==> src/rtl/md_iteration_controller.sv <==
// md_iteration_controller
//
// Top-level timestep sequencer for the range-limited MD core. A run covers
// num_iterations timesteps. Each timestep goes through five phases:
//   1. iter_start is pulsed to the broadcast controller.
//   2. The controller waits until every PE has finished reading.
//   3. The force write-back path must stay quiet for DRAIN_CYCLES
//      consecutive cycles, so that packets still in flight can land.
//   4. motion_update_start is pulsed.
//   5. The controller waits for MU_done.
//
// Ports
//   clk, rst                        clock, synchronous active-high reset
//   start                           run request (level or pulse), IDLE only
//   num_iterations [ITER_WIDTH]     timesteps to run, latched on accepted start
//   reading_done   [NUM_CELLS]      per-PE reading finished
//   filter_buffer_empty [NUM_CELLS] per-PE filter buffers empty
//   force_valid    [NUM_CELLS]      per-PE force write-back valid
//   force_cache_input_buffer_empty  all force-cache input buffers empty
//   MU_done                         motion-update completion pulse
//   iter_start                      1-cycle pulse, cycle spent in LAUNCH
//   motion_update_start             1-cycle pulse, cycle spent in MU_START
//   busy                            high whenever the FSM is not in IDLE
//   run_done                        1-cycle pulse, cycle spent in DONE
//   iter_count     [ITER_WIDTH]     completed timesteps of current/last run
//   ctrl_state     [3]              encoded FSM state (debug)
module md_iteration_controller #(
  parameter int NUM_CELLS       = 64,
  parameter int ITER_WIDTH      = 16,
  parameter int DRAIN_CYCLES    = 8,
  parameter int DRAIN_CNT_WIDTH = 4
) (
  input  logic                  clk,
  input  logic                  rst,
  input  logic                  start,
  input  logic [ITER_WIDTH-1:0] num_iterations,
  input  logic [NUM_CELLS-1:0]  reading_done,
  input  logic [NUM_CELLS-1:0]  filter_buffer_empty,
  input  logic [NUM_CELLS-1:0]  force_valid,
  input  logic                  force_cache_input_buffer_empty,
  input  logic                  MU_done,
  output logic                  iter_start,
  output logic                  motion_update_start,
  output logic                  busy,
  output logic                  run_done,
  output logic [ITER_WIDTH-1:0] iter_count,
  output logic [2:0]            ctrl_state
);

  typedef enum logic [2:0] {
    S_IDLE     = 3'd0,
    S_LAUNCH   = 3'd1,
    S_EVAL     = 3'd2,
    S_DRAIN    = 3'd3,
    S_MU_START = 3'd4,
    S_MU       = 3'd5,
    S_DONE     = 3'd6
  } state_t;

  localparam logic [DRAIN_CNT_WIDTH-1:0] DRAIN_LAST = DRAIN_CNT_WIDTH'(DRAIN_CYCLES - 1);

  state_t                     state_q, state_d;
  logic                       rd_all_q, quiet_q, mu_done_q;
  logic [ITER_WIDTH-1:0]      target_q, target_d;
  logic [ITER_WIDTH-1:0]      iter_count_q, iter_count_d;
  logic [ITER_WIDTH-1:0]      iter_inc;
  logic [1:0]                 arm_q, arm_d, arm_inc;
  logic [DRAIN_CNT_WIDTH-1:0] drain_cnt_q, drain_cnt_d;

  assign iter_inc = iter_count_q + ITER_WIDTH'(1);
  // The arm counter saturates at 2.
  assign arm_inc  = (arm_q == 2'd2) ? 2'd2 : arm_q + 2'd1;

  always_comb begin
    state_d      = state_q;
    target_d     = target_q;
    iter_count_d = iter_count_q;
    arm_d        = arm_q;
    drain_cnt_d  = drain_cnt_q;
    case (state_q)
      S_IDLE: begin
        if (start) begin
          target_d     = num_iterations;
          iter_count_d = '0;
          state_d      = (num_iterations == '0) ? S_DONE : S_LAUNCH;
        end
      end
      S_LAUNCH: begin
        arm_d   = 2'd0;
        state_d = S_EVAL;
      end
      S_EVAL: begin
        // arm_inc counts EVAL cycles including the current one. rd_all is
        // not trusted before the second EVAL cycle, which hides a
        // reading_done left over from the previous timestep while the
        // broadcast controller clears it.
        arm_d = arm_inc;
        if (arm_inc == 2'd2 && rd_all_q) begin
          drain_cnt_d = '0;
          state_d     = S_DRAIN;
        end
      end
      S_DRAIN: begin
        // Any non-quiet sample restarts the full quiet window.
        if (!quiet_q) begin
          drain_cnt_d = '0;
        end else if (drain_cnt_q == DRAIN_LAST) begin
          state_d = S_MU_START;
        end else begin
          drain_cnt_d = drain_cnt_q + DRAIN_CNT_WIDTH'(1);
        end
      end
      S_MU_START: begin
        state_d = S_MU;
      end
      S_MU: begin
        // An equality compare against the target means the counter never
        // wraps, even when the target is the all-ones value.
        if (mu_done_q) begin
          iter_count_d = iter_inc;
          state_d      = (iter_inc == target_q) ? S_DONE : S_LAUNCH;
        end
      end
      S_DONE: begin
        state_d = S_IDLE;
      end
      default: begin
        state_d = S_IDLE;
      end
    endcase
  end

  always_ff @(posedge clk) begin
    if (rst) begin
      state_q             <= S_IDLE;
      rd_all_q            <= 1'b0;
      quiet_q             <= 1'b0;
      mu_done_q           <= 1'b0;
      target_q            <= '0;
      iter_count_q        <= '0;
      arm_q               <= '0;
      drain_cnt_q         <= '0;
      iter_start          <= 1'b0;
      motion_update_start <= 1'b0;
      busy                <= 1'b0;
      run_done            <= 1'b0;
      ctrl_state          <= '0;
    end else begin
      // Status inputs are registered once, and the FSM acts only on these
      // registered copies.
      rd_all_q            <= &reading_done;
      quiet_q             <= (&filter_buffer_empty) & force_cache_input_buffer_empty
                             & ~(|force_valid);
      mu_done_q           <= MU_done;
      state_q             <= state_d;
      target_q            <= target_d;
      iter_count_q        <= iter_count_d;
      arm_q               <= arm_d;
      drain_cnt_q         <= drain_cnt_d;
      // Outputs are decoded from the next state so that each output
      // register lines up with the state it describes.
      iter_start          <= (state_d == S_LAUNCH);
      motion_update_start <= (state_d == S_MU_START);
      run_done            <= (state_d == S_DONE);
      busy                <= (state_d != S_IDLE);
      ctrl_state          <= state_d;
    end
  end

  assign iter_count = iter_count_q;

endmodule

==> config.mk <==
export PLATFORM = sky130hd
export DESIGN_NAME = md_iteration_controller
export DESIGN_NICKNAME = d
export VERILOG_FILES = /design/src/rtl/md_iteration_controller.sv
export SDC_FILE = /design/constraint.sdc
export NUM_CORES = 1
export LEC_CHECK = 0
export ABC_AREA = 1
export CAP_MARGIN = 20
export CORE_AREA = 2 2 101 103
export CTS_BUF_LIST = sky130_fd_sc_hd__clkbuf_4
export CTS_CLUSTER_SIZE = 14
export DETAILED_ROUTE_END_ITERATION = 8
export DIE_AREA = 0 0 103 105
export GPL_ROUTABILITY_DRIVEN = 0
export PLACE_DENSITY_LB_ADDON = 0.2
export SKIP_LAST_GASP = 1
export SYNTH_ARGS = -nofsm -noshare
export SYNTH_HDL_FRONTEND = slang
export SYNTH_SLANG_ARGS = --single-unit
==> constraint.sdc <==
create_clock -name clk -period 1.85 [get_ports clk]
set_input_delay 0.37 -clock clk [delete_from_list [all_inputs] [get_ports clk]]
set_output_delay 0.37 -clock clk [all_outputs]
set_load 0.1 [all_outputs]
==> results.md, run 1 <==
* Final min period at 2061 ps
* Layout cells sized above 1 at 17.88%
* Largest net degree at the start of global routing at 27
* Vias at 4387
* Fin worst setup slack at -211.3 ps
* Die Width at 103 um
* WL final at 13.39 mm
* Number of buffers added on ports at 235
* Util after Layout at 65.62%
* Initial Util at 30.82%
* Register area share after synthesis at 32.35%
* Global-route wire length before repair at 21.00 mm
* Number of global-route vias before repair at 4622
* Sinks on Clock Net at 48
* Maximum clock rate at 485.1 MHz
* Failing checks: negative setup slack
* DRT iter0 DRCs at 230
* DRC at 0
* Root Driver: clkbuf_4
* CP Class: reg -> reg
* Layout area overhead at 112.9%
* Worst-path maximum fanout at 6
* Slew at the pin closest to its max-slew limit at 439.0 ps
* Max Buffers Root-to-Sink at 2
* Dpl hpwl at 11.45 mm
* Pre-antenna DRT Iters at 4
* GR Overflow Total at 0
* Core Area at 9639 um^2
* Worst Hold End: arm_q[0]
* Reg2Reg Setup Slack at -210 ps
* Hold-critical path depth at 2
* Non-Filler Instances at 888
* Syn_nets at 683
* R2R depth at 15
* Status: finished with violations
* Post-synth EDFFs at 0
* Ys flop type: dfxtp_1
* Fin Setup TNS at -885.6 ps
* Worst r2r dst: busy
* Inserted Clock Buffers at 5
* CTS tree: built
* Post-DR wirelength/cell at 15.08 um
* Initial antenna violation count at 0
* # setup viols final at 6
* Min-delay worst type: reg -> reg
* Worst VDD drop at 0.0002542 V
* Startpoint Class: flip-flop
* Ant. Diodes at 0
* Max_cap viols at 0
* Worst Path Arrival at 2340 ps
* Clk_lat worst skew at 380 ps
* Setup crit end kind: flip-flop
* Final Hold Viols at 0
* Via/cell ratio at 4.940
* CP required at 2130 ps
* Syn_area_per_cell at 6.360 um^2
* FP Rows at 36
* Gate count of the mapped netlist at 467
* Yosys reg bits at 48
* Synth top area cells: dfxtp_1 (32%), nand2_1 (15%), nand4_1 (8.8%)
* H-tree levels at 2
* Yosys warns at 0
* Clock skew at 18.88 ps
* Die Area at 10820 um^2
* Reg2reg start: iter_count[4]
* Hold_sp: arm_q[0]
* Yosys cell types at 28
* Fill cells at 848
* Area leader, netlist: dfxtp_1
* Relative slew slack at 70.51%
* Die Span Y at 105 um
* Top Ports at 236
* Fin crit share at 111.4%
* Layout Nets at 970
* CTS clk-pin slew, worst paths at 150 ps
* Total GRT Usage at 24.45%
* Placed Instances at 875
* RSZ-0062 raised after global routing: true
* Hold buffer count at CTS at 0
* Cell Pwr Density at 397.9 nW/um^2
* Asr flop ratio synth at 0%
* Cell area after synthesis at 2970 um^2
* Fin. max-slew vios at 0
* Yosys top cell area share at 32.35%
* Leak pwr at 2.435 nW
* Remaining antenna violation count after routing at 0
where the power goes:
part	switching [W]	internal (W)	total (W)
Clock	0.000355	0.000145	0.000500
Combinational	0.000351	0.000550	0.000902
Sequential	0.0000438	0.00107	0.00111
worst max-delay path by stage:
stage                       start   end  slack [ps]  cells past startpoint
floorplan           iter_count[0]  busy        -180                     18
global placement    iter_count[3]  busy         -80                     15
detailed placement  iter_count[3]  busy        -190                     15
CTS                 iter_count[0]  busy        -130                     18
global route        iter_count[4]  busy        -350                     15
finish              iter_count[4]  busy        -210                     15
kinds of logic (layout without fill, tap and decap cells):
logic type / Yosys count / after routing / share of synthesized area, %
xor gates and xnor gates: 5 / 5 / 1.474
and+or+nand+nor: 300 / 300 / 47.85
AOI/OAI and AO/OA: 58 / 58 / 10.32
adders and majority gates: 3 / 3 / 1.264
DFF: 48 / 48 / 32.35
buffers and inverters: 53 / 341 / 6.740
critical path, stage by stage, from the launching register on:
cell and delay, ps:
dfxtp_4 390, nand2_2 80, nor2_4 280, nand2_2 120
nor2_4 120, nand3_2 110, nand3b_1 100, nand2_1 60
nor2_1 140, nand3_1 130, nand2_2 100, nand2_1 50
nand2_1 70, nand2_1 70, nand2_2 80, nand3_1 70
layout make-up:
type	instances	area, um^2	area share (%)
Clock buffer	5	37.54	0.5935
Clock inverter	3	17.52	0.2770
Inverter	44	165.2	2.611
Multi-Input combinational cell	366	1912	30.23
Sequential cell	48	1022	16.16
Tap cell	133	166.4	2.631
Timing Repair Buffer	289	3004	47.50
metal layers:
metal / global-route usage (%) / share of wire (%)
met1: 25.73 / 36
met5: 0 / 0
met4: 7.049 / 2.1
met3: 5.753 / 6.9
met2: 46.75 / 55
layout by cell type (no fill, tap or decap), types with 2 or more instances in the layout:
cell type and instances:
a21oi_1 32, buf_12 24, buf_4 52, clkbuf_4 5, clkdlybuf4s50_1 212, dfxtp_1 29, dfxtp_2 4, dfxtp_4 15
ha_1 2, inv_1 44, nand2_1 112, nand2_2 9, nand2_4 2, nand3_1 42, nand3_2 4, nand3b_1 5
nand4_1 42, nor2_1 40, nor2_2 3, nor2_4 7, nor3_1 6, nor4_1 24, o21ai_0 21, o21bai_2 2
or2_2 3, xor2_1 4
through the flow:
| stage | cell area (um^2) | total power (W) | worst slack, ps | hold slack, ps |
|---|---|---|---|---|
| 3_5_place_dp | 6146 | 0.002027 | -189.6 | 451.2 |
| 6_report | 6325 | 0.002516 | -211.3 | 467.9 |
| 2_1_floorplan | 3052 | 0.001410 | -175.7 | 439.0 |
| 4_1_cts | 6235 | 0.002518 | -125.9 | 470.3 |
| 5_1_grt | 6325 | 0.002637 | -353.8 | 503.9 |
| 3_3_place_gp | 6146 | 0.002010 | -84.84 | 445.1 |
flip-flops by register name, summed over array words and instances, names as in the netlist:
| name | flops |
|---|---|
| run_done | 1 |
| drain_cnt_q | 4 |
| iter_count | 16 |
| arm_q | 2 |
| busy | 1 |
| iter_start | 1 |
| quiet_q | 1 |
| state_q | 3 |
| motion_update_start | 1 |
| rd_all_q | 1 |
| mu_done_q | 1 |
| target_q | 16 |
cells in the mapped netlist, types with 2 or more instances:
library cell / count
a21oi_1: 32
clkbuf_1: 7
dfxtp_1: 48
ha_1: 3
inv_1: 44
nand2_1: 120
nand2_2: 3
nand3_1: 45
nand3b_1: 5
nand4_1: 42
nor2_1: 45
nor2_2: 3
nor2_4: 2
nor3_1: 6
nor4_1: 24
o21ai_0: 21
or2_2: 3
xor2_1: 4
repair_timing:
item                       4_1_cts  5_1_grt
hold endpoints to repair         0        0
setup endpoints to repair        6        6
setup buffers                    1        4
gates resized for setup          9       15
pin swaps                        3        9
(Power assumes the default switching activity.)
==> inputs of run 2 (changes only) <==
Settings changed: CAP_MARGIN 20 to 40, CTS_CLUSTER_DIAMETER set to 30.
==> results of run 2 <==
The final DEF is identical to that of run 1; final timing and power are the same.
==> inputs of run 3 (changes only) <==
Settings changed: CORE_AREA 2 2 101 103 to 2 2 96 98, DIE_AREA 0 0 103 105 to 0 0 98 100.
Clock period 1.85 ns to 2.68 ns, I/O delays scaled along.
==> results.md, run 3 (same netlist as run 1, synthesis figures left out) <==
* Flop pwr share at 46.5% (was 44.3%)
* Most common cell after layout, fill and taps aside: clkdlybuf4s50_1 (unchanged)
* Core Area at 8890 um^2 (was 9639 um^2)
* Cell area after placement at 5401 um^2 (was 6146 um^2)
* Max_cap viols at 0 (unchanged)
* Initial antenna violation count at 0 (unchanged)
* Clk_lat worst skew at 360 ps (was 380 ps)
* Critical Path Start: iter_count[2] (was iter_count[4])
* Post-CTS setup buffers at 0 (was 1)
* CTS clk-pin slew, worst paths at 130 ps (was 150 ps)
* Pre-antenna DRT Iters at 4 (unchanged)
* Fin Setup TNS at 0 ps (was -885.6 ps)
* Fin crit share at 81.80% (was 111.4%)
* Commonest cells after routing, fill and taps aside: clkdlybuf4s50_1 (212), nand2_1 (120), dfxtp_1 (46) (was clkdlybuf4s50_1 (212), nand2_1 (112), buf_4 (52))
* FP Rows at 35 (was 36)
* Hold buffer count at CTS at 0 (unchanged)
* Cell Pwr Density at 306.7 nW/um^2 (was 397.9 nW/um^2)
* Ant. Diodes at 0 (unchanged)
* Comb pwr share at 34.2% (was 35.8%)
* Pre-CTS setup slack at 532.8 ps (was -189.6 ps)
* Global-route wire length before repair at 18.52 mm (was 21.00 mm)
* CTS tree: built (unchanged)
* Placed Instances at 808 (was 875)
* Post-CTS resize count at 0 (was 9)
* Post-route cell area at 5453 um^2 (was 6325 um^2)
* Relative slew slack at 59.97% (was 70.51%)
* Clock power share at 19.3% (was 19.9%)
* Maximum clock rate at 456.2 MHz (was 485.1 MHz)
* Sinks on Clock Net at 48 (unchanged)
* Hold-critical path depth at 2 (unchanged)
* Leak pwr at 2.057 nW (was 2.435 nW)
* # setup viols final at 0 (was 6)
* Top Ports at 236 (unchanged)
* Slew at the pin closest to its max-slew limit at 595.8 ps (was 439.0 ps)
* Hold_sp: arm_q[1] (was arm_q[0])
* Max Buffers Root-to-Sink at 2 (unchanged)
* Sw frac at 28.50% (was 29.81%)
* R2R depth at 15 (unchanged)
* CP required at 2940 ps (was 2130 ps)
* H-tree levels at 2 (unchanged)
* Die Span Y at 100 um (was 105 um)
* Final Hold Viols at 0 (unchanged)
* Clock skew at 18.66 ps (was 18.88 ps)
* DRT iter0 DRCs at 134 (was 230)
* Setup crit end kind: flip-flop (unchanged)
* Initial Util at 33.41% (was 30.82%)
* Number of global-route vias before repair at 4142 (was 4622)
* Via/cell ratio at 5.053 (was 4.940)
* Worst-path maximum fanout at 7 (was 6)
* Layout Nets at 920 (was 970)
* Inserted Clock Buffers at 5 (unchanged)
* Remaining antenna violation count after routing at 0 (unchanged)
* GR Overflow Total at 0 (unchanged)
* Die Width at 98 um (was 103 um)
* Die Area at 9800 um^2 (was 10820 um^2)
* RSZ-0062 raised after global routing: false (was true)
* Largest net degree at the start of global routing at 27 (unchanged)
* WL final at 12.01 mm (was 13.39 mm)
* Fin worst setup slack at 487.8 ps (was -211.3 ps)
* Non-Filler Instances at 816 (was 888)
* CP Class: reg -> reg (unchanged)
* Reg2reg start: iter_count[2] (was iter_count[4])
* Fin. max-slew vios at 0 (unchanged)
* Number of buffers added on ports at 235 (unchanged)
* Min-delay worst type: reg -> reg (unchanged)
* Root Driver: clkbuf_4 (unchanged)
* Vias at 4123 (was 4387)
* Total GRT Usage at 23.43% (was 24.45%)
* Post-DR wirelength/cell at 14.72 um (was 15.08 um)
* Layout area overhead at 83.57% (was 112.9%)
* Dpl hpwl at 10.52 mm (was 11.45 mm)
* Final min period at 2192 ps (was 2061 ps)
* Startpoint Class: flip-flop (unchanged)
* Layout cells sized above 1 at 6.950% (was 17.88%)
* Hold slack at 474.3 ps (was 467.9 ps)
* Worst VDD drop at 0.0002252 V (was 0.0002542 V)
* Pint at 0.001196 W (was 0.001766 W)
* Switching power at 0.0004767 W (was 0.0007501 W)
* Status: completed (was finished with violations)
* DRC at 0 (unchanged)
* Worst Path Arrival at 2450 ps (was 2340 ps)
[run 3: cell count changes in the layout (fill, tap and decap cells not counted), sizes merged]
cell and change:
clkinv +2, inv -1, buf -50, clkinvlp -1
[run 3: critical path: stages, from the launching register on]
cell	delay, ps
dfxtp_1	480
nand3_1	210
nor2_1	270
nand2_1	130
nand3_1	120
nand2_1	60
nor2_1	80
nand2_1	50
nor2_1	100
nand3_1	130
nand2_2	110
nand2_1	50
nand2_1	70
nand2_1	50
nand2_1	90
nand3_1	80
[run 3: per-layer routing]
| metal | up-vias | global-route usage (%) | share of wire, % |
|---|---|---|---|
| li1 | 2090 | - | - |
| met1 | 1853 | 25.92 | 38 |
| met2 | 150 | 44.47 | 53 |
| met3 | 30 | 4.596 | 5.6 |
| met4 | 0 | 8.333 | 2.9 |
| met5 | - | 0 | 0 |
[run 3: path summary, 6_finish.rpt]
check | end | slack (ps)
min | arm_q[1] | 470
min reg2reg | arm_q[1] | 470
max reg2reg | busy | 490
max | busy | 490
[run 3: layout make-up]
cell class	instances	area, um^2
Sequential cell	48	963.4
Timing Repair Buffer	239	2325
Multi-Input combinational cell	366	1809
Clock buffer	5	37.54
Tap cell	111	138.9
Clock inverter	3	13.76
Fill cell	831	3437
Inverter	44	165.2
[run 3: power groups by stage]
stage               Combinational (W)  Clock [W]  Sequential (W)
floorplan                    0.000147          0        0.000839
global placement             0.000564          0        0.000792
detailed placement           0.000573          0        0.000793
CTS                          0.000575   0.000334        0.000777
global route                 0.000618   0.000370        0.000782
finish                       0.000572   0.000322        0.000778
[run 3: per-stage QoR]
stage / utilization, % / power [W]
after floorplan: - / 0.0009856
after global placement: 60.76 / 0.001356
after detailed placement: 60.76 / 0.001366
after CTS: 61.34 / 0.001686
after global routing: 61.34 / 0.001771
final: 61.34 / 0.001672
